$ cat src/rtl/mem_bus_arbiter.sv
// mem_bus_arbiter
// Shares one 32-bit RAM port between instruction fetch (IF) and the
// load/store stage (MEM). One access is granted at a time. The RAM
// request/acknowledge handshake is driven from registered outputs. A
// per-stage pause request is raised while that stage's access is outstanding.
//
// Ports:
//   clk, rst            - clock (rising edge), synchronous active-high reset
//   IfReq_i/IfAddr_i    - IF read request and fetch address
//   IfData_o            - fetched word (live on ack, held afterwards)
//   IfPauseRequest_o    - IF access not yet complete
//   MemReq_i/MemWe_i/MemAddr_i/MemWData_i/MemByteEn_i - MEM access request
//   MemRData_o          - load data (live on ack, held afterwards)
//   MemPauseRequest_o   - MEM access not yet complete
//   Ram*_o              - registered RAM request, write enable, address,
//                         write data and byte enables
//   RamRData_i/RamAck_i - RAM read data and single-cycle completion strobe
//   BusError_o          - one-cycle pulse when an access is aborted by timeout
module mem_bus_arbiter #(
  parameter int unsigned ADDR_W         = 32,
  parameter int unsigned DATA_W         = 32,
  parameter int unsigned TIMEOUT        = 255,
  parameter int unsigned MAX_MEM_STREAK = 4
) (
  input  logic                clk,
  input  logic                rst,
  input  logic                IfReq_i,
  input  logic [ADDR_W-1:0]   IfAddr_i,
  output logic [DATA_W-1:0]   IfData_o,
  output logic                IfPauseRequest_o,
  input  logic                MemReq_i,
  input  logic                MemWe_i,
  input  logic [ADDR_W-1:0]   MemAddr_i,
  input  logic [DATA_W-1:0]   MemWData_i,
  input  logic [DATA_W/8-1:0] MemByteEn_i,
  output logic [DATA_W-1:0]   MemRData_o,
  output logic                MemPauseRequest_o,
  output logic                RamReq_o,
  output logic                RamWe_o,
  output logic [ADDR_W-1:0]   RamAddr_o,
  output logic [DATA_W-1:0]   RamWData_o,
  output logic [DATA_W/8-1:0] RamByteEn_o,
  input  logic [DATA_W-1:0]   RamRData_i,
  input  logic                RamAck_i,
  output logic                BusError_o
);

  localparam int unsigned CNT_W = $clog2(TIMEOUT + 1);
  localparam int unsigned STK_W = $clog2(MAX_MEM_STREAK + 1);

  typedef enum logic [1:0] {
    IDLE,
    IF_ACC,
    MEM_ACC
  } state_t;

  state_t            state;
  logic [CNT_W-1:0]  cyc_cnt;
  logic [STK_W-1:0]  streak;
  logic [DATA_W-1:0] if_data_q;
  logic [DATA_W-1:0] mem_data_q;

  logic              in_acc;
  logic              timeout;
  logic              acc_done;
  logic              if_end;
  logic              mem_end;
  logic              if_live;
  logic              mem_live;
  logic [DATA_W-1:0] rd_word;
  logic              grant_mem;
  logic              grant_if;

  always_comb begin
    in_acc   = (state != IDLE);
    // cyc_cnt counts completed ack-less ACC cycles, so this is the
    // TIMEOUT-th ACC cycle without an ack.
    timeout  = in_acc && !RamAck_i && (cyc_cnt == CNT_W'(TIMEOUT - 1));
    acc_done = in_acc && (RamAck_i || timeout);
    if_end   = (state == IF_ACC) && acc_done;
    mem_end  = (state == MEM_ACC) && acc_done;
    // A withdrawn requester (flush) and MEM writes do not take read data.
    if_live  = !rst && if_end && IfReq_i;
    mem_live = !rst && mem_end && MemReq_i && !RamWe_o;
    // A timed-out read returns zero.
    rd_word  = RamAck_i ? RamRData_i : '0;

    IfData_o          = if_live  ? rd_word : if_data_q;
    MemRData_o        = mem_live ? rd_word : mem_data_q;
    IfPauseRequest_o  = !rst && IfReq_i  && !if_end;
    MemPauseRequest_o = !rst && MemReq_i && !mem_end;
    BusError_o        = !rst && timeout;

    // MEM wins ties unless IF has already waited out MAX_MEM_STREAK grants.
    grant_mem = MemReq_i && (!IfReq_i || (streak != STK_W'(MAX_MEM_STREAK)));
    grant_if  = IfReq_i && !grant_mem;
  end

  always_ff @(posedge clk) begin
    if (rst) begin
      state       <= IDLE;
      cyc_cnt     <= '0;
      streak      <= '0;
      if_data_q   <= '0;
      mem_data_q  <= '0;
      RamReq_o    <= 1'b0;
      RamWe_o     <= 1'b0;
      RamAddr_o   <= '0;
      RamWData_o  <= '0;
      RamByteEn_o <= '0;
    end else begin
      if (if_live)  if_data_q  <= rd_word;
      if (mem_live) mem_data_q <= rd_word;

      case (state)
        IDLE: begin
          cyc_cnt <= '0;
          if (grant_mem) begin
            state       <= MEM_ACC;
            RamReq_o    <= 1'b1;
            RamWe_o     <= MemWe_i;
            RamAddr_o   <= MemAddr_i;
            RamWData_o  <= MemWData_i;
            RamByteEn_o <= MemByteEn_i;
            streak      <= IfReq_i ? streak + 1'b1 : '0;
          end else if (grant_if) begin
            state       <= IF_ACC;
            RamReq_o    <= 1'b1;
            RamWe_o     <= 1'b0;
            RamAddr_o   <= IfAddr_i;
            RamWData_o  <= '0;
            RamByteEn_o <= '1;
            streak      <= '0;
          end else begin
            // Only reached with IfReq_i low.
            streak <= '0;
          end
        end
        default: begin
          if (acc_done) begin
            state    <= IDLE;
            RamReq_o <= 1'b0;
          end else begin
            cyc_cnt <= cyc_cnt + 1'b1;
          end
        end
      endcase
    end
  end

endmodule

$ cat config.mk
export PLATFORM = sky130hd
export DESIGN_NAME = mem_bus_arbiter
export DESIGN_NICKNAME = d
export VERILOG_FILES = /design/src/rtl/mem_bus_arbiter.sv
export SDC_FILE = /design/constraint.sdc
export NUM_CORES = 1
export LEC_CHECK = 0
export CAP_MARGIN = 15
export CORE_MARGIN = 1
export CORE_UTILIZATION = 45
export DETAILED_ROUTE_END_ITERATION = 6
export MAX_ROUTING_LAYER = met4
export PLACE_DENSITY = 0.81
export SLEW_MARGIN = 10
export SYNTH_ARGS = -nofsm -noshare
export SYNTH_HDL_FRONTEND = slang
export SYNTH_SLANG_ARGS = --single-unit
$ cat constraint.sdc
create_clock -name clk -period 3.7 [get_ports clk]
set_input_delay 0.74 -clock clk [delete_from_list [all_inputs] [get_ports clk]]
set_output_delay 0.74 -clock clk [all_outputs]
set_load 0.02 [all_outputs]
==> results.sh, run 1 <==
export IMPL_drtIter0Drc=482
export IMPL_clkSinkCount=147
export IMPL_hpwl_um=13900
export IMPL_postRouteAntennaNets=0
export IMPL_ys_warn_count=0
export IMPL_cp_top_family="buffers and inverters"
export IMPL_fp_dieH_um=119
export IMPL_insertion_delay_ns=0.42
export IMPL_tns_ns=0
export IMPL_cts_buffers=17
export IMPL_synth_nets=803
export IMPL_ys_flop_type="dfxtp_1"
export IMPL_path_common_cell="clkdlybuf4s50_1"
export IMPL_cts_clk_slew_worst_paths_ns=0.06
export IMPL_cts_setup_buffers=0
export IMPL_die_x_um=119
export IMPL_setup_viol=0
export IMPL_slowest_delay_ns=0.62
export IMPL_io_buffer_count=274
export IMPL_postCtsHoldBufs=0
export IMPL_drc=0
export IMPL_setup_worst_path_end_class="output pin"
export IMPL_cp_num_buf_inv=3
export IMPL_grt_pass1_wl_um=31300
export IMPL_synth_area_sq_mm=0.00618
export IMPL_path_class="in -> out"
export IMPL_vias=6309
export IMPL_mostFrequentLayoutCells="clkdlybuf4s50_1 (272), dfxtp_1 (147), nand2_1 (103)"
export IMPL_grt_remaining_overflow=0
export IMPL_cts_root_buffer="clkbuf_16"
export IMPL_crit_chain="clkdlybuf4s50_1, nand2b_1, nor4b_4, and2_2, buf_12, a22o_1, clkdlybuf4s50_1"
export IMPL_fin_area_sq_mm=0.00963
export IMPL_cts_buffer_depth=2
export IMPL_layout_commonest_cell="clkdlybuf4s50_1"
export IMPL_area_growth_pct=56.0
export IMPL_ios=275
export IMPL_rsz0062_at_grt="no"
export IMPL_maxCapViolations=0
export IMPL_ys_async_sr_fraction_pct=0
export IMPL_cts_htree_levels=4
export IMPL_dr_pass1_iters=6
export IMPL_dieArea_sq_mm=0.0142
export IMPL_slew_viol_final=0
export IMPL_drt_wl_total_um=19600
export IMPL_relSlewSlack_pct=48.6
export IMPL_ys_ff_latch=147
export IMPL_grt_pass1_vias=6273
export IMPL_grt_max_degree=66
export IMPL_wl_per_cell_um=17.8
export IMPL_num_rows=42
export IMPL_slowest_stage="clkdlybuf4s50_1"
export IMPL_antenna_found_initial=1
export IMPL_drive_gt1_share_pct=7.78
export IMPL_min_path_type="reg -> reg"
export IMPL_initial_core_util_pct=46.5
export IMPL_period_share_pct=96.9
export IMPL_fin_nets=1054
export IMPL_via_per_inst=5.73
export IMPL_synthDistinctLibCells=45
export IMPL_tightest_slew_ns=0.772
export IMPL_p_per_area_mw_per_mm2=448
export IMPL_fmax_ghz=0.279
export IMPL_postPlaceCellArea_sq_mm=0.00903
export IMPL_core_sq_mm=0.0133
export IMPL_start_kind="primary input"
export IMPL_crit_arrival_ns=2.84
export IMPL_status="finished clean"
export IMPL_syn_inst=661
export IMPL_cts_tree="done"
export IMPL_fin_worst_skew_ns=0.00549
export IMPL_leakagePower_nw=3.52
export IMPL_grt_use_total_pct=28.7
export IMPL_routabilityCongestion=0.845
export IMPL_min_period_ns=3.58
export IMPL_path_max_fanout=24
export IMPL_irDropWorstVdd_mv=0.294
export IMPL_synth_edf_count=0
export IMPL_ys_seq_area_share_pct=47.6
export IMPL_final_hold_violation_count=0
export IMPL_required_ns=2.96
export IMPL_syn_mean_instance_area_sq_um=9.34
[worst paths after layout]
check / start / endpoint / slack, ns / cells past startpoint
max: MemReq_i / MemRData_o[4] / 0.12 / 7
min reg2reg: RamWData_o[8]$_SDFFE_PP0P_ / RamWData_o[8]$_SDFFE_PP0P_ / 0.45 / 2
min: RamWData_o[8]$_SDFFE_PP0P_ / RamWData_o[8]$_SDFFE_PP0P_ / 0.45 / 2
max reg2reg: cyc_cnt[0]$_SDFFE_PP0P_ / mem_data_q[23]$_SDFF_PP0_ / 1.38 / 7
[worst min-delay path, delay by kind of cell (launching register included)]
kind / cells / cell delay (ns)
AND/OR/NAND/NOR: 1 / 0.05
flip-flops: 1 / 0.31
AO/OA/AOI/OAI: 1 / 0.05
[cell type report]
cell class / instances / area, sq um
Tap cell: 176 / 220
Clock inverter: 13 / 159
Antenna cell: 1 / 2.50
Fill cell: 963 / 3660
Clock buffer: 19 / 443
Timing Repair Buffer: 300 / 2990
Sequential cell: 147 / 2940
Inverter: 6 / 22.5
Multi-Input combinational cell: 440 / 2850
[synth_stat cells (2+ instances only)]
| cell | count | share of area, % |
|---|---|---|
| dfxtp_1 | 147 | 48 |
| nand2_1 | 103 | 6.3 |
| a21oi_1 | 71 | 5.8 |
| a22o_1 | 64 | 9.1 |
| a32o_1 | 64 | 10 |
| nor2_1 | 44 | 2.7 |
| a211oi_1 | 33 | 4.0 |
| buf_2 | 29 | 2.4 |
| clkbuf_1 | 22 | 1.3 |
| buf_4 | 9 | 1.1 |
| nor3_1 | 8 | 0.65 |
| buf_6 | 6 | 1.1 |
| inv_1 | 5 | 0.30 |
| ha_1 | 4 | 0.81 |
| nand4_1 | 4 | 0.41 |
| xnor2_1 | 4 | 0.57 |
| nand3_1 | 3 | 0.24 |
| o21ai_0 | 3 | 0.24 |
| o31ai_1 | 3 | 0.36 |
| a21oi_2 | 2 | 0.28 |
| a22oi_1 | 2 | 0.24 |
| and2_1 | 2 | 0.20 |
| buf_1 | 2 | 0.12 |
| nand2b_1 | 2 | 0.20 |
| nor2b_1 | 2 | 0.20 |
| nor4_1 | 2 | 0.20 |
| nor4b_4 | 2 | 0.77 |
| o21ai_2 | 2 | 0.28 |
[power breakdown]
part           total (W)  internal [W]  leakage (nW)  switching [W]
registers        0.00173       0.00168          1.20      0.0000553
logic           0.000836      0.000406          2.05       0.000430
clock network    0.00175       0.00107         0.277       0.000672
total            0.00431       0.00316          3.52        0.00116
[state kept, by name, summed over array words and instances (netlist names)]
signal / cells
RamAddr_o: 32
RamWData_o: 32
if_data_q: 32
mem_data_q: 32
cyc_cnt: 8
RamByteEn_o: 4
streak: 3
state: 2
RamReq_o: 1
RamWe_o: 1
[through the flow]
step | worst slack (ns) | hold WS [ns] | utilization [%] | instances | total power, W
finish | 0.116 | 0.454 | 72.5 | 1102 | 0.00431
global route | 0.0179 | 0.473 | 72.5 | 1102 | 0.00447
CTS | 0.101 | 0.456 | 72.4 | 1101 | 0.00434
detailed placement | 0.120 | 0.447 | 67.9 | 1069 | 0.00260
global placement | 0.202 | 0.442 | 67.9 | 1069 | 0.00258
floorplan | 0.932 | 0.442 | - | 661 | 0.00216
[cell families (layout without fill, tap and decap cells)]
family	Yosys count	in the layout	share of synthesized area [%]
other	0	1	0
adders and majority gates	4	4	0.810
DFF	147	147	47.6
and+or+nand+nor	178	178	12.7
buffers and inverters	74	338	6.36
AOI/OAI and AO/OA	254	254	31.9
xor gates and xnor gates	4	4	0.567
[metal layers]
layer	track usage, %	share of wire, %	up-vias
met3	7.71	8.2	38
met2	48.3	50	298
met1	31.8	39	3008
met5	-	0	-
met4	12.1	2.5	0
li1	-	-	2965
[repair_timing]
item | 4_1_cts | 5_1_grt
endpoints found under the hold margin | 0 | 0
gates resized for setup | 0 | 1
endpoints found under the setup margin | 0 | 12
(Power assumes the default switching activity.)
==> run 2: changes to the inputs <==
HOLD_SLACK_MARGIN = 0.1   (was not set)
==> results of run 2 <==
Final layout, timing and power as in run 1 (identical DEF).
==> run 3: changes to the inputs <==
HOLD_SLACK_MARGIN = 0.03   (was 0.1)
==> results of run 3 <==
Final layout, timing and power as in run 1 (identical DEF).
